$ cat config.mk
export PLATFORM = sky130hd
export DESIGN_NAME = conv_feed_controller_flat
export DESIGN_NICKNAME = d
export VERILOG_FILES = /design/src/rtl/conv_feed_controller_pkg.sv /design/src/rtl/conv_feed_controller_if.sv /design/src/rtl/conv_feed_controller_fm_buffer.sv /design/src/rtl/conv_feed_controller.sv /design/src/flat_wrapper.sv
export SDC_FILE = /design/constraint.sdc
export NUM_CORES = 1
export LEC_CHECK = 0
export CORE_ASPECT_RATIO = 1.1
export CORE_MARGIN = 3
export CORE_UTILIZATION = 40
export DETAILED_ROUTE_END_ITERATION = 10
export DONT_BUFFER_PORTS = 1
export GPL_ROUTABILITY_DRIVEN = 0
export SLEW_MARGIN = 20
export SYNTH_ARGS = -nofsm -noshare
export SYNTH_HDL_FRONTEND = slang
export SYNTH_HIERARCHICAL = 1
export SYNTH_SLANG_ARGS = --single-unit
export TNS_END_PERCENT = 20
$ cat constraint.sdc
create_clock -name clk -period 6.48 [get_ports clk]
set_input_delay 0.972 -clock clk [delete_from_list [all_inputs] [get_ports clk]]
set_output_delay 0.972 -clock clk [all_outputs]
set_load 0.005 [all_outputs]
$ cat src/rtl/conv_feed_controller_pkg.sv
// Shared types and constants for the systolic-array feed sequencer.
package conv_feed_controller_pkg;

    typedef enum logic [1:0] {
        ST_IDLE   = 2'd0,
        ST_LOAD_W = 2'd1,
        ST_FEED   = 2'd2,
        ST_DONE   = 2'd3
    } state_e;

    localparam int FM_DIM = 4;
    localparam int K_DIM  = 3;

    // Window origins for w = 0..3, bit w selects the row/column offset.
    localparam logic [3:0] WIN_R = 4'b1100;
    localparam logic [3:0] WIN_C = 4'b1010;

    function automatic logic [3:0] fm_addr(input logic [1:0] row, input logic [1:0] col);
        return {row, col};
    endfunction

endpackage

$ cat src/rtl/conv_feed_controller_if.sv
// Handshake, FM write port and array-control bundle of the feed sequencer.
interface conv_feed_controller_if #(
    parameter int DW = 8
);
    logic          wr_en;
    logic [3:0]    wr_addr;
    logic [DW-1:0] wr_data;
    logic          start;
    logic          busy;
    logic          done;
    logic          en_reg_A;
    logic [8:0]    en_reg_B;
    logic          en_reg_Acc;
    logic [DW-1:0] row1_in;
    logic [DW-1:0] row2_in;
    logic [DW-1:0] row3_in;
    logic [1:0]    sel_en_demux_result;
    logic [1:0]    sel_en_demux_c_reg;
    logic          input_demux_c_reg;

    modport master (
        output wr_en, wr_addr, wr_data, start,
        input  busy, done, en_reg_A, en_reg_B, en_reg_Acc,
        input  row1_in, row2_in, row3_in,
        input  sel_en_demux_result, sel_en_demux_c_reg, input_demux_c_reg
    );

    modport slave (
        input  wr_en, wr_addr, wr_data, start,
        output busy, done, en_reg_A, en_reg_B, en_reg_Acc,
        output row1_in, row2_in, row3_in,
        output sel_en_demux_result, sel_en_demux_c_reg, input_demux_c_reg
    );

endinterface

$ cat src/rtl/conv_feed_controller_fm_buffer.sv
// 4x4 feature-map register file: one synchronous write port, three
// combinational read ports, asynchronous active-low clear.
module fm_buffer_4x4
    import conv_feed_controller_pkg::*;
#(
    parameter int DW = 8
) (
    input  logic                       clk_i,
    input  logic                       rst_ni,
    input  logic                       wr_en_i,
    input  logic [3:0]                 wr_addr_i,
    input  logic [DW-1:0]              wr_data_i,
    input  logic [K_DIM-1:0][3:0]      rd_addr_i,
    output logic [K_DIM-1:0][DW-1:0]   rd_data_o
);

    logic [FM_DIM*FM_DIM-1:0][DW-1:0] mem_q;

    always_ff @(posedge clk_i or negedge rst_ni) begin
        if (!rst_ni) begin
            mem_q <= '0;
        end else if (wr_en_i) begin
            mem_q[wr_addr_i] <= wr_data_i;
        end
    end

    always_comb begin
        rd_data_o = '0;
        for (int unsigned i = 0; i < K_DIM; i++) begin
            rd_data_o[i] = mem_q[rd_addr_i[i]];
        end
    end

endmodule

$ cat src/rtl/conv_feed_controller.sv
// Weight-load then skewed 3x3-window feed for a 3x3 weight-stationary array,
// producing the four 2x2 convolution outputs with per-window capture control.
module conv_feed_controller
    import conv_feed_controller_pkg::*;
#(
    parameter int DW         = 8,
    parameter int CAPTURE_AT = 6
) (
    input  logic                    clk,
    input  logic                    rst,
    conv_feed_controller_if.slave   bus
);

    localparam logic [2:0] K_LAST = 3'(CAPTURE_AT);

    state_e                     state_q, state_d;
    logic [2:0]                 k_q, k_d;
    logic [1:0]                 w_q, w_d;
    logic [K_DIM-1:0][3:0]      rd_addr;
    logic [K_DIM-1:0]           rd_valid;
    logic [K_DIM-1:0][DW-1:0]   rd_data;
    logic [K_DIM-1:0][DW-1:0]   row_q, row_d;
    logic                       buf_we;

    assign buf_we = (state_q == ST_IDLE) && bus.wr_en;

    fm_buffer_4x4 #(
        .DW(DW)
    ) u_fm_buffer (
        .clk_i     (clk),
        .rst_ni    (rst),
        .wr_en_i   (buf_we),
        .wr_addr_i (bus.wr_addr),
        .wr_data_i (bus.wr_data),
        .rd_addr_i (rd_addr),
        .rd_data_o (rd_data)
    );

    always_ff @(posedge clk or negedge rst) begin
        if (!rst) begin
            state_q <= ST_IDLE;
            k_q     <= '0;
            w_q     <= '0;
            row_q   <= '0;
        end else begin
            state_q <= state_d;
            k_q     <= k_d;
            w_q     <= w_d;
            row_q   <= row_d;
        end
    end

    always_comb begin
        state_d = state_q;
        k_d     = '0;
        w_d     = '0;
        unique case (state_q)
            ST_IDLE:   if (bus.start) state_d = ST_LOAD_W;
            ST_LOAD_W: state_d = ST_FEED;
            ST_FEED: begin
                w_d = w_q;
                k_d = k_q + 3'd1;
                if (k_q == K_LAST) begin
                    k_d = '0;
                    if (w_q == 2'd3) begin
                        state_d = ST_DONE;
                        w_d     = '0;
                    end else begin
                        w_d = w_q + 2'd1;
                    end
                end
            end
            ST_DONE:   state_d = ST_IDLE;
            default:   state_d = ST_IDLE;
        endcase
    end

    // Addresses come from the next-state slot so the registered row value
    // lines up with the slot it belongs to; columns run right-to-left.
    always_comb begin
        rd_addr  = '0;
        rd_valid = '0;
        for (int unsigned i = 0; i < K_DIM; i++) begin
            if (state_d == ST_FEED && k_d >= 3'(i) && (k_d - 3'(i)) <= 3'd2) begin
                rd_valid[i] = 1'b1;
                rd_addr[i]  = fm_addr({1'b0, WIN_R[w_d]} + 2'(i),
                                      {1'b0, WIN_C[w_d]} + 2'd2 - 2'(k_d - 3'(i)));
            end
        end
    end

    always_comb begin
        row_d = '0;
        for (int unsigned i = 0; i < K_DIM; i++) begin
            row_d[i] = rd_valid[i] ? rd_data[i] : '0;
        end
    end

    always_comb begin
        bus.busy                = (state_q != ST_IDLE);
        bus.done                = (state_q == ST_DONE);
        bus.en_reg_B            = (state_q == ST_LOAD_W) ? '1 : '0;
        bus.en_reg_A            = (state_q == ST_FEED);
        bus.en_reg_Acc          = (state_q == ST_FEED);
        bus.sel_en_demux_result = (state_q == ST_FEED) ? w_q : '0;
        bus.sel_en_demux_c_reg  = (state_q == ST_FEED) ? w_q : '0;
        bus.input_demux_c_reg   = (state_q == ST_FEED) && (k_q == K_LAST);
        bus.row1_in             = row_q[0];
        bus.row2_in             = row_q[1];
        bus.row3_in             = row_q[2];
    end

endmodule

$ cat src/flat_wrapper.sv
// flat-port wrapper written by rule: the top's interface ports become plain ports
module conv_feed_controller_flat import conv_feed_controller_pkg::*;
#(
    parameter int DW         = 8,
    parameter int CAPTURE_AT = 6
)
  (clk, rst, bus_wr_en, bus_wr_addr, bus_wr_data, bus_start, bus_busy, bus_done, bus_en_reg_A, bus_en_reg_B, bus_en_reg_Acc, bus_row1_in, bus_row2_in, bus_row3_in, bus_sel_en_demux_result, bus_sel_en_demux_c_reg, bus_input_demux_c_reg);
  conv_feed_controller_if #(.DW(DW)) bus_i ();
  input  logic clk;
  input  logic rst;
  input wire logic [$bits(bus_i.wr_en)-1:0] bus_wr_en;
  input wire logic [$bits(bus_i.wr_addr)-1:0] bus_wr_addr;
  input wire logic [$bits(bus_i.wr_data)-1:0] bus_wr_data;
  input wire logic [$bits(bus_i.start)-1:0] bus_start;
  output wire logic [$bits(bus_i.busy)-1:0] bus_busy;
  output wire logic [$bits(bus_i.done)-1:0] bus_done;
  output wire logic [$bits(bus_i.en_reg_A)-1:0] bus_en_reg_A;
  output wire logic [$bits(bus_i.en_reg_B)-1:0] bus_en_reg_B;
  output wire logic [$bits(bus_i.en_reg_Acc)-1:0] bus_en_reg_Acc;
  output wire logic [$bits(bus_i.row1_in)-1:0] bus_row1_in;
  output wire logic [$bits(bus_i.row2_in)-1:0] bus_row2_in;
  output wire logic [$bits(bus_i.row3_in)-1:0] bus_row3_in;
  output wire logic [$bits(bus_i.sel_en_demux_result)-1:0] bus_sel_en_demux_result;
  output wire logic [$bits(bus_i.sel_en_demux_c_reg)-1:0] bus_sel_en_demux_c_reg;
  output wire logic [$bits(bus_i.input_demux_c_reg)-1:0] bus_input_demux_c_reg;
  assign bus_i.wr_en = bus_wr_en;
  assign bus_i.wr_addr = bus_wr_addr;
  assign bus_i.wr_data = bus_wr_data;
  assign bus_i.start = bus_start;
  assign bus_busy = bus_i.busy;
  assign bus_done = bus_i.done;
  assign bus_en_reg_A = bus_i.en_reg_A;
  assign bus_en_reg_B = bus_i.en_reg_B;
  assign bus_en_reg_Acc = bus_i.en_reg_Acc;
  assign bus_row1_in = bus_i.row1_in;
  assign bus_row2_in = bus_i.row2_in;
  assign bus_row3_in = bus_i.row3_in;
  assign bus_sel_en_demux_result = bus_i.sel_en_demux_result;
  assign bus_sel_en_demux_c_reg = bus_i.sel_en_demux_c_reg;
  assign bus_input_demux_c_reg = bus_i.input_demux_c_reg;
  conv_feed_controller #(.DW(DW), .CAPTURE_AT(CAPTURE_AT)) u_core (.clk(clk), .rst(rst), .bus(bus_i));
endmodule
# Word level (Yosys, flattened, before mapping)
# Index checks and enable logic that the tools add are counted.
# word_totals
out_inout_bits,42
elab_cells,94
input_bits,16
regBits,159
# op_classes
order_cmp,12
n_mux,33
eq_ne,6
add_sub_neg,10
n_reduce_logical,11
# op_table
operator,n
bitwise mux 128 bit,1
binary-select mux 8 bit (select 4 bit),3
two-way mux 8 bit,7
demux 8 bit (select 4 bit),1
"< comparator 4 x 5 -> 1 bit, second input constant",4
two-way mux 2 bit,7
"less-or-equal comparator 3 x 2 -> 1 bit, second input constant",3
logical AND 1 bit,9
two-way mux 3 bit,3
two-way mux 9 bit,1
"== test 2 bit, second input constant",4
two-way mux 4 bit,2
one-hot mux 2 bit (4 select lines),1
">= comparator 3 x 1 -> 1 bit, second input constant",2
subtractor 2 bit,3
two-way mux 1 bit,5
"adder 1 x 2 -> 2 bit, second input constant",2
binary-select mux 1 bit (select 2 bit),2
">= comparator 4 x 1 -> 1 bit, second input constant",1
"adder 3 x 1 -> 3 bit, second input constant",1
"== test 3 bit, second input constant",1
">= comparator 3 x 2 -> 1 bit, second input constant",1
"< comparator 2 x 3 -> 1 bit, second input constant",1
"subtractor 3 x 1 -> 3 bit, second input constant",1
6 further kinds,6

# Logic depth before layout (Yosys ltp)
# depth
depth_word,12
ltp_mapped,18
depth_no_buf,14

# Cells and area by module
# Netlist, hierarchy kept.
# modules_own_cells
mod,area_per_inst_um2,cells_each,n_inst,seq_area_each_um2
fm_buffer_4x4,7682.4,504,1,3203.1
conv_feed_controller,1636.6,155,1,775.7

# Worst setup path after synthesis
# OpenSTA, ideal clock, no wires.
# synth_path
path_type,register to register
startpoint,register u_core.state_q[0]
endpoint,register u_core.row_q (netlist bit u_core/bus.row1_in[6])
stages_incl_launch_ff,17
t_arrival_ns,3.728
required_ns,6.361
path_slack_ns,2.633
cell_sequence,dfrtp_1 -> inv_1 -> ha_1 -> clkbuf_1 -> o21ai_0 -> inv_1 -> ha_1 -> a211o_1 -> and4_1 -> nor3_4 -> and2_1 -> buf_2 -> buf_2 -> mux4_2 -> a22oi_1 -> nand2_1 -> and2_1
# synth_rtl
item,line,source
start: declaration,conv_feed_controller.sv:16,"state_e state_q, state_d;"
start signal: assignment,conv_feed_controller.sv:46,state_q <= state_d;
end signal: assignment,conv_feed_controller.sv:49,row_q <= row_d;
end: declaration,conv_feed_controller.sv:22,"logic [K_DIM-1:0][DW-1:0] row_q, row_d;"

==> results.md <==
Floorplan:
- The floorplan has 57 rows.
- The effective utilization at floorplan is 41.5%.
- The die span in x is 152 um.
- The die span in y is 166 um.
- The overall die area is 25200 um^2.
- The total core area is 22500 um^2.
- The number of top-level pins is 58.

Pwr:
- The leakage power of the design is 4.17 nW.
- The worst-case IR drop observed on VDD is 0.000198 V.
- The cell area power density is 464 nW/um^2.

Logic synthesis:
- The average instance in the mapped netlist occupies 14.1 um^2.
- Of the post-synthesis cell area, the dominant cell type holds 42.7%.
- By area the synthesized netlist is led by sky130_fd_sc_hd__dfrtp_1, sky130_fd_sc_hd__mux4_2, sky130_fd_sc_hd__mux2_2.
- The flip-flop and latch count after synthesis is 159.
- Sorting the synthesized cells by how often they occur yields sky130_fd_sc_hd__dfrtp_1, sky130_fd_sc_hd__mux2_2, sky130_fd_sc_hd__mux4_2, sky130_fd_sc_hd__a22oi_1, sky130_fd_sc_hd__nand2_1.
- The synthesized instance count is 659.
- Summing every instance area after synthesis gives 9320 um^2.
- The number of distinct library cells after synthesis is 42.
- The number of flops mapped to enable cells by yosys is 0.
- The predominant post-synthesis flop cell is sky130_fd_sc_hd__dfrtp_1.
- The biggest area contributor in the post-synthesis netlist is sky130_fd_sc_hd__dfrtp_1.
- For this run, asynchronously set or reset flops after synthesis account for 100%.
- The most common cell in the netlist is sky130_fd_sc_hd__dfrtp_1.
- Yosys printed 6 warnings.
- The register area share after synthesis is 42.7%.

Global route:
- Global routing used 20.5% of the available tracks across all layers.
- The number of antenna violations at the first check in global routing is 0.
- The global-route congestion overflow total is 0.
- The number of global-route vias before repair came to 6029.
- The global-route wire length before repair is 38.1 mm.
- The maximum number of pins on one net before global-route repair is 160.

STA:
- The final setup skew is 0.00956 ns.
- In this run the tightest slew margin relative to its limit is 31.3%.
- After layout, the worst path uses 74.6% of the clock period.
- At the pin with the least slew margin, the transition time is 1.03 ns.
- The count of final max-slew check failures came to 0.
- After layout, the minimum clock period comes to 4.83 ns.
- The worst-case setup margin in the final layout is 1.65 ns.
- The maximum achievable frequency is 0.207 GHz.
- Setup repair after global routing left no endpoint under its margin.
- Adding up every negative setup slack in the final design gives 0 ns.
- The count of final hold-check violations is 0.
- Setup violations remaining at the end of the flow were counted as 0.

Setup path:
- The critical-path cell with the highest stage delay is sky130_fd_sc_hd__and2_2.
- The critical path capture point type is a flip-flop.
- Of all nets on the critical path, the largest fanout is 23.
- The worst setup path is launched from a flip-flop.
- On the worst path, the slowest cell contributes a delay of 0.83 ns.
- The endpoint of the most critical register-to-register path is u_core/bus.row1_in[6]$_DFF_PN0_.
- The critical path data required time is 6.80 ns.
- The critical path arrival is 5.16 ns.
- Walking the worst path, the cells encountered are inv_1, ha_1, o21ai_0, inv_1, ha_1, a211o_1, and4_1, nor3_4, and2_2, mux4_2, a22oi_1, nand2_1, and2_1.
- The startpoint identified for the worst register-to-register timing path is u_core/state_q[0]$_DFF_PN0_.
- The type of the worst setup path is reg2reg.
- For flop-to-flop paths, the worst setup slack is 1.65 ns.
- The cell depth of the worst flop-to-flop path is 13.

Hold path:
- The type of the worst min-delay path is in2async.

Clock network:
- The clock passes through at most 2 buffers.
- The register clock-pin slew on the reported worst setup and hold paths is 0.07 ns.
- CTS placed an instance of sky130_fd_sc_hd__clkbuf_16 at the clock tree root.
- The setup fix buffers added after clock tree synthesis is 0.
- The count of cells resized by post-cts repair is 0.
- At the later pin of the worst-skew pair, clock insertion delay measures 0.44 ns.
- The number of buffers inserted by hold repair at cts is 0.
- The tree built by TritonCTS fans out to 159 sinks.
- TritonCTS built the clock tree.
- The total clock buffers created by CTS is 17.
- The depth of the CTS H-tree is 4.

Drt:
- The remaining routing DRC violations is 0.
- In this run the remaining antenna-violating nets after routing total 0.
- Dividing the detail-routed wire length by the instance count gives 26.6 um.
- The first routing iteration left 515 violations.
- The number of vias per cell after detailed routing is 6.26.
- Across all layers, the routed design uses 5870 vias.
- The routed wire length is 25.0 mm.
- The first detailed-routing pass ran for 7 iterations.

Job:
- The max capacitance violation total is 0.

Final layout:
- The number of diodes added for antenna fixing is 0.
- The number of inserted filler cells in the final layout is 2004.
- The area of combinational cells with multiple inputs is 5030 um^2.
- From synthesis to final layout, the design area changed by 7.79%.
- The share of the core filled with cells is 44.7%.
- The combined flip-flop and latch cell area is 3980 um^2.
- The final layout contains 662 nets.
- The fraction of layout instances using a drive strength above 1 is 44.3%.

Outcome:
- The flow ran to the end, and the final reports show no timing, DRC or antenna violations.

Placement:
- The count of input and output buffers is 0.
- After legalization and detailed placement, the total HPWL measured 16.5 mm.
- The pre-CTS setup slack is 1.62 ns.
==> worst max-delay path by stage <==
stage                                            from                         endpoint  slack, ns  cells after the start
after global placement    u_core/state_q[0]$_DFF_PN0_  u_core/bus.row1_in[4]$_DFF_PN0_       1.73                     13
final                     u_core/state_q[0]$_DFF_PN0_  u_core/bus.row1_in[6]$_DFF_PN0_       1.65                     13
after detailed placement  u_core/state_q[0]$_DFF_PN0_  u_core/bus.row1_in[4]$_DFF_PN0_       1.62                     13
after CTS                 u_core/state_q[0]$_DFF_PN0_  u_core/bus.row1_in[4]$_DFF_PN0_       1.59                     13
after floorplan           u_core/state_q[0]$_DFF_PN0_  u_core/bus.row1_in[6]$_DFF_PN0_       2.63                     16
after global routing      u_core/state_q[0]$_DFF_PN0_  u_core/bus.row1_in[4]$_DFF_PN0_       1.27                     13
==> stage by stage <==
stage          hold WS (ns)  std cells  total power [mW]  area [um^2]
4_1_cts               0.214        938              4.64        10000
6_report              0.231        938              4.66        10000
5_1_grt               0.206        938              4.91        10000
2_1_floorplan         0.487        662              3.20         9330
3_5_place_dp          0.526        906              3.65         9470
3_3_place_gp          0.499        906              3.55         9470
==> power breakdown <==
part	internal, mW	switching [mW]	leakage, nW
clock	0.546	0.438	0.272
sequential	1.38	0.385	2.09
combinational	1.08	0.827	1.81
==> registers in the layout, indices dropped and copies added, names as in the netlist <==
| name | cells |
|---|---|
| u_core/u_fm_buffer/mem_q | 128 |
| u_core/bus.row1_in | 8 |
| u_core/bus.row2_in | 8 |
| u_core/bus.row3_in | 8 |
| u_core/k_q | 3 |
| u_core/state_q | 2 |
| u_core/w_q | 2 |
==> layout by cell type (no fill, tap or decap), drive strengths merged, types with 2 or more instances in the layout <==
cell,instances
a21o,2
a21oi,2
a22oi,48
and2,25
buf,7
clkbuf,19
clkinv,5
clkinvlp,3
conb,4
dfrtp,159
ha,16
inv,15
mux2,128
mux4,96
nand2,32
nand2b,4
nand3,10
nand3b,6
nor2,23
nor2b,9
nor3,10
nor3b,2
or2,2
or3,3
==> critical path: cells and delay by family (launching register included) <==
family	cells	cell delay [ns]
muxes	1	0.61
AOI/OAI and AO/OA	3	0.90
DFF	1	0.45
adders and majority gates	2	0.64
and+or+nand+nor	5	1.79
buffers and inverters	2	0.33
==> per-layer routing <==
layer	part of all wire (%)	up-vias	global-route usage (%)	wire length, um
met5	0	-	0	0
met4	3.2	0	8.05	804
met3	6.7	47	5.51	1680
met2	49	244	31.9	12200
met1	41	3110	27.5	10300
li1	-	2469	-	-
==> kinds of logic (layout without fill, tap and decap cells) <==
logic type | after synthesis | in the layout | share of synthesized area, %
xor gates and xnor gates | 2 | 2 | 0.188
adders and majority gates | 16 | 16 | 2.15
buffers and inverters | 69 | 50 | 3.68
other | 1 | 4 | 0.0402
muxes | 224 | 224 | 38.7
AOI/OAI and AO/OA | 58 | 58 | 4.81
DFF | 159 | 159 | 42.7
and+or+nand+nor | 130 | 130 | 7.77
==> area by class of cell <==
cell class / instances / share of cell area [%]
multi-input cells: 434 / 50.0
inverters: 11 / 0.436
clock inverters: 13 / 1.30
repair buffers: 7 / 0.523
clock buffers: 19 / 4.41
well taps: 295 / 3.67
flip-flops and latches: 159 / 39.6
(Power assumes the default switching activity.)
==> variant (same settings) <==
`FM_DIM`: 4 -> 8.
--- a/src/rtl/conv_feed_controller_pkg.sv
+++ b/src/rtl/conv_feed_controller_pkg.sv
@@ -10,3 +10,3 @@
 
-    localparam int FM_DIM = 4;
+    localparam int FM_DIM = 8;
     localparam int K_DIM  = 3;
Formal check against the unedited RTL: no difference found for any inputs over 4 cycles, from zero or initial values and one cycle with rst low; that may be too few to reach the edited logic, so the function may still have changed.
==> variant against the unedited design <==
  * Sequential cell count is the same
  * Wire length shrank 1.5%
  * Sequential share of layout area grew 0.059 points
  * Non-clock buffer count shrank 1
  * Largest cell class unchanged
  * Total power is essentially flat
  * Worst setup slack lost 0.21 ns
  * Synthesized area grew 0.35%
  * Final area shrank 0.15%
  * Critical path depth is the same
==> variant: results (changes against the unedited design) <==
fin nets 661 (was 662); met3 Track Usage GR 0.05841 (was 0.05513); Compound-Gate Fraction of Synth Area 0.04790 (was 0.04807); xor and xnor area share after synthesis 0.001873 (was 0.001880); vias in the first global route 6075 (was 6029); internal reg-to-reg setup slack 1.43 ns (was 1.65 ns); routed wire length on met3 2167 µm (was 1684 µm); Initial DRT Pass Iterations 5 (was 7); leading cell types by total area after synthesis sky130_fd_sc_hd__dfrtp_1 43%, sky130_fd_sc_hd__mux4_2 23%, sky130_fd_sc_hd__mux2_2 15% (unchanged); cts bufs inserted 17 (unchanged); Leakage 4.156 nW (was 4.172 nW); critical-path maximum fanout 20 (was 23); initial detailed-routing violation count 472 (was 515); Placed Cells incl. Taps 910 (was 906); row count 58 (was 57); HPWL Detailed 16780 µm (was 16520 µm); met2 Use GR 0.3113 (was 0.3195); CP arrival 5.37 ns (was 5.16 ns); register containing the most flip-flops in the final layout u_core/u_fm_buffer/mem_q (unchanged); Max VDD drop 276.6 µV (was 198.2 µV); reg2reg end u_core/bus.row3_in[7] (was u_core/bus.row1_in[6]); length of routed met2 wiring 11810 µm (was 12190 µm); post-route non-filler standard cell count 939 (was 938); count of different cell masters after synthesis 39 (was 42); transition time of the tightest slew-check pin 1.079 ns (was 1.029 ns); largest stage delay on the critical path 0.77 ns (was 0.83 ns); status finished, final reports clean (unchanged); adder and majority cell fraction of the synthesized area 0.02141 (was 0.02148); Area after DPL 9462 µm² (was 9472 µm²); leading post-synthesis cells by instance count 159 x sky130_fd_sc_hd__dfrtp_1, 128 x sky130_fd_sc_hd__mux2_2, 96 x sky130_fd_sc_hd__mux4_2 (was 159 x sky130_fd_sc_hd__dfrtp_1, 127 x sky130_fd_sc_hd__mux2_2, 96 x sky130_fd_sc_hd__mux4_2); vias 5868 (was 5870); share of synthesized area occupied by flip-flops and latches 0.4255 (was 0.4270); global routing usage summed across all routing layers 0.2012 (was 0.2054); fraction of layout instances using a drive strength above 1 0.4382 (was 0.4432); switching part of the total 0.3470 (was 0.3545); GR met1 Demand/Resource 0.2712 (was 0.2749)
==> variant: critical path: cells and delay by family (launching register included) <==
family,cells,cell delay [ns]
and+or+nand+nor,5,1.75
AOI/OAI and AO/OA,3,0.77
buffers and inverters,2,0.54
muxes,1,0.55
DFF,1,0.45
adders and majority gates,2,0.87
==> variant: through the flow <==
stage                     power, W  worst slack (ns)  hold WS (ns)
after global routing      0.004915             1.048        0.2220
after CTS                 0.004658             1.412        0.2282
after global placement    0.003581             1.616        0.5206
final                     0.004653             1.433        0.2384
after floorplan           0.003213             2.706        0.5082
after detailed placement  0.003667             1.471        0.5431
==> variant: layout make-up <==
cell class / count / area [µm²]
clock inverter: 10 / 115.1
sequential: 159 / 3979
fill: 2050 / 12900
timing repair buffer: 6 / 45.04
multi-input combinational: 434 / 5019
inverter: 11 / 43.79
clock buffer: 19 / 452.9
tap: 300 / 375.4
